$ cat src/rtl/accumulator_core.sv
// accumulator_core: registered running sum of an unsigned input sample.
// A sample is consumed on every clock edge. The total either wraps modulo
// 2^SUM_W or clamps at all-ones, depending on SATURATE. A saturating sample
// counter and a sticky overflow flag report status alongside the total.
module accumulator_core #(
  parameter int IN_W     = 16,
  parameter int SUM_W    = 24,
  parameter bit SATURATE = 1'b0,
  parameter int CNT_W    = 16
) (
  input  logic             clk,
  input  logic             rst,
  input  logic [IN_W-1:0]  in,
  output logic [SUM_W-1:0] sum,
  output logic [CNT_W-1:0] count,
  output logic             overflow
);

  logic [SUM_W-1:0] r_sum;
  logic [CNT_W-1:0] r_count;
  logic             r_overflow;

  logic [SUM_W:0]   w_nextFull;
  logic             w_carry;
  logic [SUM_W-1:0] w_nextSum;
  logic [CNT_W-1:0] w_nextCount;

  // The add is one bit wider than the total, so the top bit is the carry-out
  // that marks an overflowing add.
  always_comb begin
    w_nextFull = {1'b0, r_sum} + {{(SUM_W + 1 - IN_W){1'b0}}, in};
    w_carry    = w_nextFull[SUM_W];
  end

  // Choose between wrap-around and clamping when the add overflows.
  always_comb begin
    w_nextSum = w_nextFull[SUM_W-1:0];
    if (w_carry && SATURATE) begin
      w_nextSum = '1;
    end
  end

  // The sample counter stops at all-ones instead of rolling over to zero.
  always_comb begin
    w_nextCount = r_count;
    if (r_count != '1) begin
      w_nextCount = r_count + 1'b1;
    end
  end

  // State update. Reset wins over accumulation and discards the sample
  // present at that edge. The overflow flag is sticky until reset.
  always_ff @(posedge clk) begin
    if (rst) begin
      r_sum      <= '0;
      r_count    <= '0;
      r_overflow <= 1'b0;
    end else begin
      r_sum   <= w_nextSum;
      r_count <= w_nextCount;
      if (w_carry) begin
        r_overflow <= 1'b1;
      end
    end
  end

  assign sum      = r_sum;
  assign count    = r_count;
  assign overflow = r_overflow;

endmodule

$ cat config.mk
export PLATFORM = sky130hd
export DESIGN_NAME = accumulator_core
export DESIGN_NICKNAME = d
export VERILOG_FILES = /design/src/rtl/accumulator_core.sv
export SDC_FILE = /design/constraint.sdc
export NUM_CORES = 1
export LEC_CHECK = 0
export ABC_AREA = 1
export CORE_ASPECT_RATIO = 1.5
export CORE_MARGIN = 2
export CORE_UTILIZATION = 52
export DETAILED_ROUTE_END_ITERATION = 8
export HOLD_SLACK_MARGIN = 0.1
export MAX_ROUTING_LAYER = met4
export PLACE_DENSITY = 0.81
export SYNTH_ARGS = -nofsm -noshare
export SYNTH_HDL_FRONTEND = slang
export SYNTH_SLANG_ARGS = --single-unit
$ cat constraint.sdc
create_clock -name clk -period 2.1 [get_ports clk]
set_input_delay 0.42 -clock clk [delete_from_list [all_inputs] [get_ports clk]]
set_output_delay 0.42 -clock clk [all_outputs]
set_load 0.02 [all_outputs]
# After elaboration in Yosys (flattened, before gate mapping)

Index checks and enable logic that the tools add are counted.

Register bits after elaboration: 41
Input bits: 18
Output and inout bits: 41
Logic and storage cells: 6

$add $sub $neg: 2
Eq/ne operators: 1

Operator list:

| operator                | number |
|---|---|
| $add A24 B16 Y25        | 1 |
| $add A16 B1 Y16 const B | 1 |
| $ne A16 B16 Y1 const B  | 1 |

# Depth between registers and ports, before layout

Gate-level depths: netlist (run 1).

Word-level depth: 1
Depth in mapped cells: 12
Gate-level depth less buffers: 12

# Worst setup path after synthesis (run 1)

No wires, ideal clock.

Path kind: input -> register
Start: in in[0]
End: reg r_overflow, in the netlist overflow
Setup time: 0.113 ns
Arrival time: 1.695 ns
Required time: 1.987 ns
Setup slack: 0.292 ns
Stages: 10
Path buffers: 0
Cell sequence: ha_1 fa_1 nand3_1 nand3_1 nand2_1 nand3_1 nand2_1 nand2_1 o21ai_1 inv_1

Word-level cells in the longest chain between the ends: 1

Ends and longest elaborated chain:

| what                 | RTL line | RTL |
|---|---|---|
| from (decl)          | 13       | `input logic [IN_W-1:0] in,` |
| $add A24 B16 Y25     | 31       | `w_nextFull = {1'b0, r_sum} + {{(SUM_W + 1 - IN_W){1'b0}}, in};` |
| to (signal assigned) | 57       | `r_overflow <= 1'b0;` |
| to (signal assigned) | 62       | `r_overflow <= 1'b1;` |
| to (decl)            | 21       | `logic r_overflow;` |

Every way passes these cells.
A chain may end at the register's enable or synchronous reset.

# Worst setup path after layout (run 1)

Start: in in[5]
End: reg r_sum[11], in the netlist sum[11]

Word-level cells in the longest chain between the ends: 1

Ends and longest elaborated chain:

| what                 | RTL line | RTL |
|---|---|---|
| $add A24 B16 Y25     | 31       |  |
| to (signal assigned) | 59       | `r_sum <= w_nextSum;` |
| to (decl)            | 19       | `logic [SUM_W-1:0] r_sum;` |

Every way passes these cells.

==> flow_summary.ini, run 1 <==
[outcome]
status = finished, final reports clean

[drt]
remaining_drc_errors = 0
wl_per_cell_um = 12.6
ant_nets = 0
firstDrtPassIters = 5
routed_wl_um = 7670
drt_iter0_drc = 157
vias = 3111
viasPerCell = 5.12

[synthesis]
synth_seq_cells = 41
synth-compound-area-share_pct = 10.4
synth-edff-count = 0
synthTopCellsByCount = nand2_1, inv_1, nor2_1
ys_types = 37
synth_area_sq_um = 2790
synth.area.mux_share_pct = 0
synth-simple-area-share_pct = 39.4
synth_area_leaders = dfxtp_1, nand2_1, inv_1
synth_ff_type = dfxtp_1
yosys.area.top_type = dfxtp_1
synth_top_family_by_area = simple AND/OR/NAND/NOR gates
synth_top_area_share_pct = 29.4
synth_area_per_cell_sq_um = 6.22
post-synth-top-count-cell = nand2_1
synthAdderAreaFrac_pct = 8.33
async_flop_share_pct = 0
synth_cells = 449
synth_nets = 485
ys_warn_count = 0
ys_seq_area_share_pct = 29.4
synth-xor-area-share_pct = 1.57

[pwr]
p_leak_uw = 0.00182
irDropWorstVdd_v = 0.000488
power_density_nw_per_um2 = 872

[sta]
fmax_mhz = 507
worst_slack_ns = 0.129
worst_pin_slew_ns = 0.294
holdWs_ns = 0.534
hold_violations = 0
finalMaxSlewViolations = 0
final-setup-viol-count = 0
finalCriticalPeriod_ns = 1.97
period_share_pct = 93.9
setup_tns_ns = 0
rsz0062_at_grt = false
slew_headroom_pct = 80.2
skew_ns = 0.00468

[worst_hold_path]
min_to = count[0]
worstHoldStart = count[0]
min_path_type = reg2reg
hold_depth = 1

[run]
maxCapViolations = 0

[worst_setup_path]
timing.critical_path.arrival_ns = 2.16
worstSetupPathType = in2reg
worst_setup_path_start_kind = input port
end_kind = flip-flop
rr_worst_depth = 8
cp-startpoint = in[5]
worstPathRequired_ns = 2.29
slowest_stage = clkdlybuf4s50_1
r2r-end = sum[11]
path_cells = clkdlybuf4s50_1 -> ha_1 -> nand2_1 -> nor2_2 -> nand3_1 -> nand2_2 -> a21oi_1 -> or2_0 -> and2_1
ff2ff_setup_slack_ns = 0.35
cpPeakStageDelay_ns = 0.41
r2r_start = sum[5]
worstPathMaxFanout = 5

[grt]
antenna_found_initial = 0
grt_max_degree = 18
grt_pass1_vias = 2991
grt_usage_pct = 27.3
grt_pass1_wl_um = 12700
grt_overflow = 0

[placed_design]
routabilityCongestion = 0.932
numPortBuffers = 58
dpl.hpwl_um = 6160
dpl_worst_slack_ns = -0.213

[die]
die_w_um = 63.8
die-area_sq_um = 5980
start_util_pct = 54.1
core_region_area_sq_um = 5160
num_rows = 32
ios = 59
fp.dieH_um = 93.8

[clocking]
root_buffer = clkbuf_8
hold_buffers = 0
cts.clk_slew.worst_paths_ns = 0.08
cts_max_level = 2
numCtsBuffers = 5
cts_tree = done
insertion_delay_ns = 0.30
cts.sinks = 41
clockBufferDepth = 2

[final_layout]
antenna_cells = 0
drive_gt1_share_pct = 10.9
fill_cells = 464
area_delta_synth_final_pct = 35.2
final_nets = 575
power breakdown:
part,switching (uW),internal [uW]
sequential,80.2,891
clock,287,388
combinational,938,707
metal layers:
metal  GRT usage [%]  routed length, um  vias to the layer above
met5               -                  0                        -
met4            13.4                236                        0
met3            3.72                313                       20
met2            53.5               4280                       79
met1            25.3               2830                     1423
li1                -                  -                     1589
flip-flops by register name, indices dropped and copies added, names as in the netlist:
signal	cells
count	16
overflow	1
sum	24
layout by cell type (no fill, tap or decap), types with 2 or more instances in the layout:
master	synthesis	routed
nand2_1	133	133
inv_1	71	71
clkdlybuf4s50_1	0	58
nor2_1	54	54
dfxtp_1	41	41
a21oi_1	28	28
buf_4	0	28
nand3_1	26	26
ha_1	17	17
o21ai_0	14	14
nor2_2	6	6
nand4_1	6	6
clkbuf_8	0	6
a31oi_1	5	5
nand2_2	4	4
o21ai_1	4	4
nand3_2	3	3
inv_2	3	3
nor4_1	3	3
nor3_1	3	3
xor2_1	3	3
and2_1	2	2
xnor2_1	2	2
nor2_4	2	2
clkinv_1	2	2
nand3b_1	2	2
stage by stage:
stage | cell area, sq um | total power, uW | util [%] | std cells
floorplan | 2790 | 1920 | - | 449
global placement | 3660 | 2570 | 70.8 | 600
detailed placement | 3660 | 2610 | 70.8 | 600
CTS | 3770 | 3300 | 73.0 | 608
global route | 3770 | 3520 | 73.1 | 608
finish | 3770 | 3290 | 73.1 | 608
worst max-delay path: cells and delay by family:
kind	cells	cell delay, ns
AND/OR/NAND/NOR	6	0.88
adder cells (fa/ha/maj)	1	0.36
buffers and inverters	1	0.41
AO/OA/AOI/OAI	1	0.08
worst max path at each step:
stage	endpoint	slack [ns]	depth (start not counted)
after floorplan	overflow	0.29	10
after global placement	sum[18]	-0.17	12
after detailed placement	sum[18]	-0.21	12
after CTS	sum[18]	0.09	12
after global routing	sum[18]	0.006	12
final	sum[11]	0.13	9
what timing repair did:
item / 4_1_cts / 5_1_grt
resized for setup: 0 / 1
setup endpoints to repair: 0 / 4
buffers inserted: 0 / 0
final cells by class:
cell class / count / area, sq um / share of cell area [%]
clock inverter: 1 / 30.0 / 0.795
multi-input combinational: 328 / 1670 / 44.3
timing repair buffer: 86 / 791 / 20.9
tap: 68 / 85.1 / 2.25
sequential: 41 / 821 / 21.7
inverter: 77 / 290 / 7.69
clock buffer: 7 / 86.3 / 2.29
kinds of logic after synthesis:
family | count (synthesis)
and+or+nand+nor | 250
buffers and inverters | 80
adders and majority gates | 18
DFF | 41
AOI/OAI and AO/OA | 55
xor gates and xnor gates | 5
(Power assumes the default switching activity.)
==> run 2, diff against run 1 <==
--- a/config.mk
+++ b/config.mk
@@ -13,6 +13,7 @@
 export HOLD_SLACK_MARGIN = 0.1
 export MAX_ROUTING_LAYER = met4
 export PLACE_DENSITY = 0.81
+export SKIP_CTS_REPAIR_TIMING = 1
 export SYNTH_ARGS = -nofsm -noshare
 export SYNTH_HDL_FRONTEND = slang
 export SYNTH_SLANG_ARGS = --single-unit
==> results of run 2 <==
Final layout, timing and power as in run 1 (identical DEF).
